## src/rtl/topic_bias.sv

```systemverilog
// Topic-driven score biasing: per-pair bias registers fed by topic votes, plus a
// sequential biased-argmax scan. Optional bias decay is enabled by TOPIC_BIAS_DECAY_EN.
module topic_bias #(
   parameter int SCORE_W  = 8,
   parameter int BIAS_MAX = 15,
   parameter int BIAS_THR = 3
) (
   input  logic                 clk,
   input  logic                 rst,
   input  logic                 delta_tick,
   input  logic [2:0]           topic_winner,
   input  logic [2:0]           topic_strength,
   input  logic                 topic_valid,
   input  logic                 in_valid,
   output logic                 in_ready,
   input  logic [6*SCORE_W-1:0] in_score,
   output logic                 out_valid,
   input  logic                 out_ready,
   output logic [6*SCORE_W-1:0] out_biased,
   output logic [2:0]           out_winner,
   output logic [SCORE_W-1:0]   out_max
);

   // state | meaning
   // IDLE  | waiting for a score vector, in_ready high
   // SCAN  | r_idx 0..5 adds bias per pair; r_idx 1..6 compares the previous sum
   // DONE  | result held on out_* until out_ready
   typedef enum logic [1:0] {IDLE, SCAN, DONE} state_t;

`ifdef TOPIC_BIAS_DECAY_EN
   localparam bit DECAY_EN = 1'b1;
`else
   localparam bit DECAY_EN = 1'b0;
`endif

   localparam logic [2:0] THR  = 3'(BIAS_THR);
   localparam logic [4:0] BMAX = 5'(BIAS_MAX);

   state_t               r_state, w_next;
   logic                 r_delta_d;
   logic [3:0]           r_bias      [6];
   logic [3:0]           r_snap_bias [6];
   logic [6*SCORE_W-1:0] r_snap_score;
   logic [2:0]           r_idx;
   logic [SCORE_W-1:0]   r_sum;
   logic [6*SCORE_W-1:0] r_out_biased;
   logic [2:0]           r_out_winner;
   logic [SCORE_W-1:0]   r_out_max;

   logic                 w_in_ready, w_out_valid, w_accept;
   logic                 w_inc;
   logic [3:0]           w_win_bias, w_inc_val;
   logic [4:0]           w_add;
   logic [SCORE_W-1:0]   w_score, w_biased;
   logic [3:0]           w_bias;
   logic [SCORE_W:0]     w_tot;

   always_ff @(posedge clk or posedge rst) begin
      if (rst) r_state <= IDLE;
      else     r_state <= w_next;
   end

   always_comb begin
      w_next      = r_state;
      w_in_ready  = 1'b0;
      w_out_valid = 1'b0;
      case (r_state)
         IDLE: begin
            w_in_ready = 1'b1;
            if (in_valid) w_next = SCAN;
         end
         SCAN: if (r_idx == 3'd6) w_next = DONE;
         DONE: begin
            w_out_valid = 1'b1;
            if (out_ready) w_next = IDLE;
         end
         default: w_next = IDLE;
      endcase
   end

   assign w_accept = in_valid && w_in_ready;

   // Bias increment path: only the winner's register can grow on a given delta.
   always_comb begin
      w_win_bias = 4'd0;
      for (int i = 0; i < 6; i++)
         if (topic_winner == 3'(i)) w_win_bias = r_bias[i];
   end

   assign w_inc     = topic_valid && (topic_strength >= THR) && (topic_winner <= 3'd5);
   assign w_add     = {1'b0, w_win_bias} + {2'b00, topic_strength};
   assign w_inc_val = (w_add > BMAX) ? BMAX[3:0] : w_add[3:0];

   always_ff @(posedge clk or posedge rst) begin
      if (rst) begin
         r_delta_d <= 1'b0;
         for (int i = 0; i < 6; i++) r_bias[i] <= 4'd0;
      end else begin
         r_delta_d <= delta_tick;
         if (r_delta_d) begin
            for (int i = 0; i < 6; i++) begin
               if (w_inc && topic_winner == 3'(i))
                  r_bias[i] <= w_inc_val;
               else if (DECAY_EN && r_bias[i] != 4'd0)
                  r_bias[i] <= r_bias[i] - 4'd1;
            end
         end
      end
   end

   // Shared saturating adder, fed from the snapshot so in-flight bias updates are ignored.
   always_comb begin
      w_score = '0;
      w_bias  = 4'd0;
      for (int i = 0; i < 6; i++) begin
         if (r_idx == 3'(i)) begin
            w_score = r_snap_score[i*SCORE_W +: SCORE_W];
            w_bias  = r_snap_bias[i];
         end
      end
   end

   assign w_tot    = {1'b0, w_score} + {{(SCORE_W-3){1'b0}}, w_bias};
   assign w_biased = w_tot[SCORE_W] ? {SCORE_W{1'b1}} : w_tot[SCORE_W-1:0];

   always_ff @(posedge clk or posedge rst) begin
      if (rst) begin
         r_snap_score <= '0;
         for (int i = 0; i < 6; i++) r_snap_bias[i] <= 4'd0;
         r_idx        <= 3'd0;
         r_sum        <= '0;
         r_out_biased <= '0;
         r_out_winner <= 3'd0;
         r_out_max    <= '0;
      end else begin
         if (w_accept) begin
            r_snap_score <= in_score;
            for (int i = 0; i < 6; i++) r_snap_bias[i] <= r_bias[i];
            r_idx <= 3'd0;
         end
         if (r_state == SCAN) begin
            r_idx <= r_idx + 3'd1;
            if (r_idx <= 3'd5) begin
               r_sum <= w_biased;
               for (int i = 0; i < 6; i++)
                  if (r_idx == 3'(i)) r_out_biased[i*SCORE_W +: SCORE_W] <= w_biased;
            end
            // Strictly-greater replace keeps ties on the lowest index.
            if (r_idx != 3'd0 && (r_idx == 3'd1 || r_sum > r_out_max)) begin
               r_out_max    <= r_sum;
               r_out_winner <= r_idx - 3'd1;
            end
         end
      end
   end

   assign in_ready   = w_in_ready;
   assign out_valid  = w_out_valid;
   assign out_biased = r_out_biased;
   assign out_winner = r_out_winner;
   assign out_max    = r_out_max;

endmodule

```

## config.mk

```make
export PLATFORM = sky130hd
export DESIGN_NAME = topic_bias
export DESIGN_NICKNAME = d
export VERILOG_FILES = /design/src/rtl/topic_bias.sv
export SDC_FILE = /design/constraint.sdc
export NUM_CORES = 1
export LEC_CHECK = 0
export ABC_AREA = 1
export BUFFER_PORTS_ARGS = -buffer_cell sky130_fd_sc_hd__buf_2
export CORE_MARGIN = 2
export CORE_UTILIZATION = 40
export DETAILED_ROUTE_END_ITERATION = 7
export PLACE_DENSITY = 0.66
export SYNTH_ARGS = -nofsm -noshare
export SYNTH_HDL_FRONTEND = slang
export SYNTH_SLANG_ARGS = --single-unit
export TNS_END_PERCENT = 20
```

## constraint.sdc

```tcl
create_clock -name clk -period 6.59 [get_ports clk]
set_clock_uncertainty 0.1 [all_clocks]
set_input_delay 0.3295 -clock clk [delete_from_list [all_inputs] [get_ports clk]]
set_output_delay 0.3295 -clock clk [all_outputs]
set_load 0.05 [all_outputs]
```

# Word level (Yosys, flattened, before mapping)
# Index checks and enable logic that the tools add are counted.
# word_totals
out_inout_bits	61
wordCells	109
mem_bits_rw	0
rom_bits	0
memories	0
input_bits	60
reg_bits	169
latchBits	0
# op_classes
n_lt_le_gt_ge	5
addsub	4
n_eq_ne	16
n_mux	28
n_reduce_logical	31
n_div	0
n_bitwise	0
multipliers	0
shifts	0
# ops
operator	n
$mux W8	7
$mux W4	13
$reduce_and A3 Y1	7
$reduce_and A2 Y1	8
$eq A3 B3 Y1 const B	5
$eq A3 B2 Y1 const B	4
$logic_and A1 B1 Y1	10
$add A8 B4 Y9	1
$gt A8 B8 Y1	1
$eq A3 B1 Y1 const B	2
$le A3 B3 Y1 const B	2
$logic_not A3 Y1	2
$mux W2	3
$mux W3	2
$ne A2 B2 Y1 const B	3
$pmux W2 S3	1
$add A4 B3 Y5	1
$gt A5 B4 Y1 const B	1
$add A3 B1 Y3 const B	1
$ge A3 B2 Y1 const B	1
$reduce_bool A3 Y1	1
$sub A3 B1 Y3 const B	1
$eq A2 B1 Y1 const B	1
$eq A2 B2 Y1 const B	1
other kinds (4)	5

# Longest topological paths before layout
# Gate-level depths: netlist of run 1.
# depth
ltp_word	10
depth_mapped	25
mapped_depth_nobuf	24

# Worst setup path after synthesis of run 1
# Ideal clock, no wire load.
# synth_path
kind	register to register
startpoint	reg r_idx[0]
endpoint	reg r_out_biased[13] (netlist: out_biased[13])
n_path_buf	2
slack_ps	3320
stages_incl_launch_ff	19
arrival_time_ps	3104
cell_sequence	dfrtp_1 ha_1 ha_1 inv_1 buf_2 buf_1 o211ai_1 a31oi_1 ha_1 inv_1 fa_1 nor2_1 a211oi_1 nand3b_1 inv_1 nand3_4 nand2_4 nand2_1 nand2_1
# synth_via
elab_chain_len	9
word_cells_on_any_way	22
classes_between	add/sub: 1; order compare: 1; eq/ne: 5; mux: 13; reduce/logical: 2
# synth_rtl
element	line_no	text
start, declared	44	logic [2:0] r_idx;
start signal, assigned	142	r_idx <= r_idx + 3'd1;
$logic_not A3 Y1	116	if (r_idx == 3'(i)) begin
$mux W8 / $mux W4 (equally long branches) (6 in a row)	116	
$add A8 B4 Y9	123	assign w_tot = {1'b0, w_score} + {{(SCORE_W-3){1'b0}}, w_bias};
$mux W8	124	assign w_biased = w_tot[SCORE_W] ? {SCORE_W{1'b1}} : w_tot[SCORE_W-1:0];
end signal, assigned by index	146	if (r_idx == 3'(i)) r_out_biased[i*SCORE_W +: SCORE_W] <= w_biased;
end, declared	46	logic [6*SCORE_W-1:0] r_out_biased;
# Several ways; a longest one is shown, not always the timed one.
# A chain may end at the register's enable or synchronous reset.

# Final worst setup path of run 1
# layout_path
startpoint	reg r_idx[0]
endpoint	reg r_out_biased[22] (netlist: out_biased[22])
# Same word-level chain as after synthesis.

==> impl_summary.log, run 1 <==
INFO  metric final_antenna_net_count = 0
INFO  metric placementRows = 51
INFO  metric final.min_clock_period = 4.111 ns
INFO  metric critPathKind = reg -> reg
INFO  metric drc_errors = 0
INFO  metric critical-path-max-stage-delay = roughly 0.55 ns
INFO  metric mostFrequentLayoutCell = sky130_fd_sc_hd__nand2_1
INFO  metric fmaxAchievable = ~240 MHz
INFO  metric crit_share_post_route = between 60 and 70%
INFO  metric setup_violations = 0
INFO  metric post_synth_edffs = 0
INFO  metric vias = ~6400
INFO  metric fin_setup_tns = 0 ns
INFO  metric synth.yosys.warnings = 0
INFO  metric netlist_area = 8028 sq um
INFO  metric antennaDiodeCount = 0
INFO  metric clock_tree.htree_level_count = 4
INFO  metric met1_wirelength = ~8700 microns
INFO  metric grt_start_max_net_pins = approximately 100
INFO  metric critical_path.max_fanout = 11
INFO  metric chipWidth = roughly 150 microns
INFO  metric ys.flop_type = sky130_fd_sc_hd__dfrtp_1
INFO  metric detailedRoute.firstPassIterationCount = 5
INFO  metric drive_gt1_share = a little under a quarter
INFO  metric syn_to_final_growth = 18.19%
INFO  metric clk_transition_reported_paths = 0.07 ns
INFO  metric portBuffers = 120
INFO  metric floorplan.io_pins = 121
INFO  metric maxCapViolations = 0
INFO  metric synth-seq-cells = between 150 and 200
INFO  metric synthArstFlopShare = 100.0%
INFO  metric tritoncts = built
INFO  metric drv_slew = 0
INFO  metric cts_sinks = ~170
INFO  metric start_util = 40.98%
INFO  metric synth_cells = between 900 and 1000
INFO  metric wirelength = around 19000 microns
INFO  metric ctsRootBufferMaster = sky130_fd_sc_hd__clkbuf_16
INFO  metric worstPathRequired = between 6 and 7 ns
INFO  metric most_frequent_cells_in_the_layout = sky130_fd_sc_hd__nand2_1 (353), sky130_fd_sc_hd__dfrtp_1 (169), sky130_fd_sc_hd__buf_2 (120)
INFO  metric hold_path_class = in -> async
INFO  metric synthesis.area_per_instance = 8.822 sq um
INFO  metric tightest_slew = 1.046 ns
INFO  metric setup_slack_after_layout = approximately 2.5 ns
INFO  metric dr.first_iter.drc_count = 475
INFO  metric grt_pass1_vias = approximately 6400
INFO  metric grtUsageTotal = a little under a fifth
INFO  metric timing.critical_path.from_type = flip-flop
INFO  metric arrival = ~4.4 ns
INFO  metric met3WireLength = between 1000 and 1500 microns
INFO  metric cts_buffers = 17
INFO  metric insertion_delay = 0.44 ns
INFO  metric wl_per_cell = roughly 15 microns
INFO  metric critical_path.slowest_cell = sky130_fd_sc_hd__nor2_1
INFO  metric cts_max_path_buffers = 2
INFO  metric final_report_hold_violation_count = 9
INFO  metric grt_antenna_before_repair = 0
INFO  metric gp_congestion = 0.9161
INFO  metric dp_worst_setup_slack = approximately 2.6 ns
INFO  metric dp.final_hpwl = 13580 microns
INFO  metric wl_met2 = around 8800 microns
INFO  metric post_cts_hold_buffer_count = 2
INFO  metric violations = negative hold slack
INFO  metric num-nets-final = 1113
INFO  metric globalRoute.totalOverflow = 0
INFO  metric synthesis.nets = between 900 and 1000
INFO  metric design.core.area = approximately 20000 sq um
INFO  metric rsz_0062_raised_after_global_routing = no
INFO  metric synth-seq-area-share = 52.68%
INFO  metric timing.slew.headroom = slightly above 30%
INFO  metric timing.hold.ws = -0.02254 ns
INFO  metric viasPerCell = between 4 and 5
INFO  metric ys_types = 38
INFO  metric grt_pass1_wl = 32090 microns
INFO  metric route.top_layer_used = met4
INFO  metric outcome = finished with violations
INFO  metric quantity_of_gates_resized_following_cts = 0
INFO  metric post-cts-setup-buffers = 0
INFO  metric crit_path_cell_trace = inv_1, ha_1, inv_1, nor2_1, nand3_1, nand3_1, o21ai_0, nand2_1, o211ai_1, a31oi_1, ha_1, inv_1, fa_1, nor2_1, a211oi_1, nand3b_1, o21ai_1, nand3_1, nand2_1
INFO  metric die_area = 21220 sq um
INFO  metric height_of_the_die = ~150 microns
INFO  metric critical_path.endpoint_type = flip-flop
routing by layer:
layer  up-vias  track usage [%]
met5         -                0
met4         0            7.745
met3        40            3.730
met2       191            29.93
met1      3051            25.61
li1       3159                -
final cells by class:
class                      instances  area [sq um]
clock buffer                      17         425.4
multi-input combinational        637          3391
fill                            1867         10100
clock inverter                    15         170.2
inverter                          82         312.8
sequential                       169          4229
timing repair buffer             123         628.1
tap                              265         331.6
per-stage QoR:
step                      hold slack (ns)  instance area (sq um)  cells  utilization (%)
after floorplan                    0.2609                   8028    910                -
after global placement             0.3388                   8872   1274            45.29
after global routing              0.01442                   9488   1308            48.43
final                            -0.02254                   9488   1308            48.43
after detailed placement           0.3394                   8872   1274            45.29
after CTS                        0.007463                   9488   1308            48.43
kinds of logic after synthesis:
family / count (synthesis) / synth area share, %
flip-flops: 169 / 52.68
XOR/XNOR: 4 / 0.4365
multiplexers: 54 / 7.575
AO/OA/AOI/OAI: 89 / 6.390
AND/OR/NAND/NOR: 467 / 23.97
adder cells (fa/ha/maj): 23 / 3.772
buffers and inverters: 104 / 5.174
final timing paths:
| kind | cells past startpoint | end | startpoint | slack, ns |
|---|---|---|---|---|
| max in group asynchronous | 3 | r_snap_score[38] | rst | 4.99 |
| setup reg to reg | 19 | out_biased[22] | r_idx[0] | 2.48 |
| min in group clk | 2 | r_snap_score[4] | in_score[4] | 0.02 |
| setup / recovery | 19 | out_biased[22] | r_idx[0] | 2.48 |
| hold / removal | 2 | r_snap_score[4] | rst | -0.02 |
| hold reg to reg | 2 | out_biased[12] | out_biased[12] | 0.38 |
synthesized netlist by cell type, drive strengths merged, types with 3 or more instances:
master  number  share of area [%]
nand2      363                 18
dfrtp      169                 53
inv         81                3.8
mux2        54                7.6
nor2        53                2.8
nand3       44                3.0
o21ai       41                2.6
a21oi       24                1.6
ha          21                3.3
clkbuf      14               0.65
o211ai      10               0.94
buf          8               0.69
o22ai        4               0.31
a31oi        3               0.23
nor3         3               0.19
xnor2        3               0.33
worst max-delay path, delay by kind of cell (launching register included):
| family | cells | cell delay (ns) |
|---|---|---|
| AOI/OAI and AO/OA | 5 | 0.93 |
| buffers and inverters | 3 | 0.27 |
| and+or+nand+nor | 8 | 1.47 |
| adders and majority gates | 3 | 0.85 |
| DFF | 1 | 0.44 |
registers in the layout, indices dropped and copies added, names as in the netlist:
signal / count
out_biased: 48
r_snap_score: 48
r_bias: 24
r_snap_bias: 24
out_max: 8
r_sum: 8
out_winner: 3
r_idx: 3
r_state: 2
r_delta_d: 1
Power of run 1 is left out: the tool's default activity adds up to more than one toggle a clock period on the data nets, which glitch-free logic cannot reach.
==> run 2: changes to the inputs <==
==> constraint.sdc (replaced) <==
create_clock -name clk -period 4 [get_ports clk]
set_clock_uncertainty 0.1 [all_clocks]
set_input_delay 0.2 -clock clk [delete_from_list [all_inputs] [get_ports clk]]
set_output_delay 0.2 -clock clk [all_outputs]
set_load 0.05 [all_outputs]
==> impl_summary.log, run 2 (same netlist as run 1, synthesis figures left out) <==
INFO  metric height_of_the_die = 145.7 microns (unchanged)
INFO  metric fin_setup_tns = 0 ns (unchanged)
INFO  metric final.min_clock_period = 3.707 ns (-0.4046 ns)
INFO  metric insertion_delay = 0.43 ns (about the same)
INFO  metric portBuffers = 120 (unchanged)
INFO  metric die_area = 21220 sq um (unchanged)
INFO  metric final_report_hold_violation_count = 0 (-9)
INFO  metric start_util = 40.98% (unchanged)
INFO  metric setup_violations = 0 (unchanged)
INFO  metric static-leakage-power = roughly 0.0053 uW
INFO  metric vias = 6579 (+2.1%)
INFO  metric tritoncts = built
INFO  metric drc_errors = 0 (unchanged)
INFO  metric clk_transition_reported_paths = 0.07 ns (about the same)
INFO  metric vdd.ir_drop.worst = 0.4944 mV
INFO  metric gp_congestion = 0.9269 (+1.2%)
INFO  metric globalRoute.totalOverflow = 0 (unchanged)
INFO  metric grtUsageTotal = 19.36% (+0.44 points)
INFO  metric dp.final_hpwl = 13950 microns (+2.8%)
INFO  metric syn_to_final_growth = 25.19%
INFO  metric detailedRoute.firstPassIterationCount = 5 (unchanged)
INFO  metric timing.hold.ws = 0.1975 ns (+0.2200 ns)
INFO  metric num-nets-final = 1168 (+4.9%)
INFO  metric dr.first_iter.drc_count = 471 (-0.84%)
INFO  metric timing.critical_path.from_type = flip-flop
INFO  metric drv_slew = 0 (unchanged)
INFO  metric timing.slew.headroom = 28.60% (-1.7 points)
INFO  metric placementRows = 51 (unchanged)
INFO  metric mostFrequentLayoutCell = sky130_fd_sc_hd__nand2_1
INFO  metric worstPathRequired = 4.27 ns (-2.60 ns)
INFO  metric cts_buffers = 17 (unchanged)
INFO  metric grt_start_max_net_pins = 170 (+63%)
INFO  metric critPathKind = reg -> reg
INFO  metric cts_sinks = 169 (unchanged)
INFO  metric clock_tree.htree_level_count = 4 (unchanged)
INFO  metric wl_per_cell = 14.66 microns (-0.17%)
INFO  metric maxCapViolations = 0 (unchanged)
INFO  metric viasPerCell = 4.827 (-2.0%)
INFO  metric grt_pass1_wl = 32730 microns (+2.0%)
INFO  metric hold_path_class = in -> reg
INFO  metric grt_antenna_before_repair = 0 (unchanged)
INFO  metric most_frequent_cells_in_the_layout = sky130_fd_sc_hd__nand2_1 (353), sky130_fd_sc_hd__dfrtp_1 (168), sky130_fd_sc_hd__buf_2 (120)
INFO  metric totalPowerFinal = 9702 uW
INFO  metric final_antenna_net_count = 0 (unchanged)
INFO  metric outcome = complete, no violations
INFO  metric wirelength = 19990 microns (+4.0%)
INFO  metric arrival = 3.98 ns (-0.41 ns)
INFO  metric design.core.area = 19590 sq um (unchanged)
INFO  metric grt_pass1_vias = 6407 (+0.094%)
INFO  metric chipWidth = 145.7 microns (unchanged)
INFO  metric antennaDiodeCount = 0 (unchanged)
INFO  metric ctsRootBufferMaster = sky130_fd_sc_hd__clkbuf_16
INFO  metric tightest_slew = 1.071 ns (+0.02541 ns)
INFO  metric crit_share_post_route = 92.67% (+30 points)
INFO  metric power.density_cell_area = approximately 970 nW/um^2
INFO  metric drive_gt1_share = 22.40% (-0.13 points)
INFO  metric fmaxAchievable = 269.8 MHz (+11%)
INFO  metric critical_path.endpoint_type = flip-flop
INFO  metric critical_path.max_fanout = 10 (-1)
INFO  metric floorplan.io_pins = 121 (unchanged)
INFO  metric cts_max_path_buffers = 2 (unchanged)
run 2: worst max-delay path: stages (launching register included):
cell and delay (ns):
sky130_fd_sc_hd__dfrtp_1 0.41, sky130_fd_sc_hd__inv_1 0.12, sky130_fd_sc_hd__ha_2 0.25, sky130_fd_sc_hd__inv_2 0.12
sky130_fd_sc_hd__nor2_4 0.17, sky130_fd_sc_hd__buf_4 0.16, sky130_fd_sc_hd__nand2_1 0.05, sky130_fd_sc_hd__nand3_1 0.07
sky130_fd_sc_hd__o21ai_0 0.09, sky130_fd_sc_hd__nand2_1 0.07, sky130_fd_sc_hd__o211ai_1 0.11, sky130_fd_sc_hd__a31oi_1 0.18
sky130_fd_sc_hd__ha_1 0.20, sky130_fd_sc_hd__inv_1 0.06, sky130_fd_sc_hd__fa_1 0.40, sky130_fd_sc_hd__nor2_1 0.12
sky130_fd_sc_hd__a211oi_1 0.06, sky130_fd_sc_hd__nand3b_1 0.25, sky130_fd_sc_hd__inv_1 0.13, sky130_fd_sc_hd__nand3_4 0.17
sky130_fd_sc_hd__nand2_4 0.17, sky130_fd_sc_hd__nand2_1 0.09, sky130_fd_sc_hd__nand2_1 0.08
run 2: where the power goes:
group / total (uW) / switching, uW / internal [uW] / leakage [uW]
clock: 1670 / 772 / 897 / 0.000293
sequential: 2980 / 496 / 2480 / 0.00210
combinational: 5060 / 3460 / 1600 / 0.00286
run 2: area by class of cell:
| type | count | area, sq um |
|---|---|---|
| Clock inverter | 15 | 173.9 |
| Inverter | 82 | 311.5 |
| Multi-Input combinational cell | 637 | 3401 |
| Timing Repair Buffer | 178 | 1176 |
| Clock buffer | 17 | 425.4 |
| Fill cell | 1814 | 9540 |
| Sequential cell | 169 | 4230 |
| Tap cell | 265 | 331.6 |
run 2: stage by stage:
stage,cell area (sq um),cells,worst slack [ns],utilization (%)
2_1_floorplan,8031,910,0.7299,-
4_1_cts,10020,1361,0.2670,51.17
3_5_place_dp,8914,1278,0.2897,45.50
3_3_place_gp,8914,1278,0.3884,45.50
6_report,10050,1363,0.2933,51.30
5_1_grt,10050,1363,-0.003370,51.30
run 2: routing by layer:
| layer | GRT usage [%] | wire [microns] | vias to the layer above | part of all wire [%] |
|---|---|---|---|---|
| met5 | 0 | 0 | - | 0 |
| met4 | 6.520 | 367 | 0 | 1.8 |
| met3 | 3.574 | 904 | 33 | 4.5 |
| met2 | 32.05 | 9631 | 193 | 48 |
| met1 | 25.71 | 9081 | 3090 | 45 |
| li1 | - | - | 3263 | - |
run 2: repair_timing:
action                                  in CTS  in global routing
endpoints found under the setup margin       0                 56
resized for setup                            0                  5
hold buffers                                51                  0
setup buffers                                0                  2
hold endpoints to repair                    89                  0
run 2: final timing paths:
kind | startpoint | end | slack, ns | depth (start not counted)
hold / removal | topic_winner[1] | r_bias[1] | 0.20 | 6
setup / recovery | r_idx[1] | out_biased[16] | 0.29 | 22
min in group asynchronous | rst | out_max[3] | 0.50 | 4
hold reg to reg | out_biased[35] | out_biased[35] | 0.38 | 2
max in group asynchronous | rst | r_bias[7] | 2.67 | 4
setup reg to reg | r_idx[1] | out_biased[16] | 0.29 | 22
(Power assumes the default switching activity.)
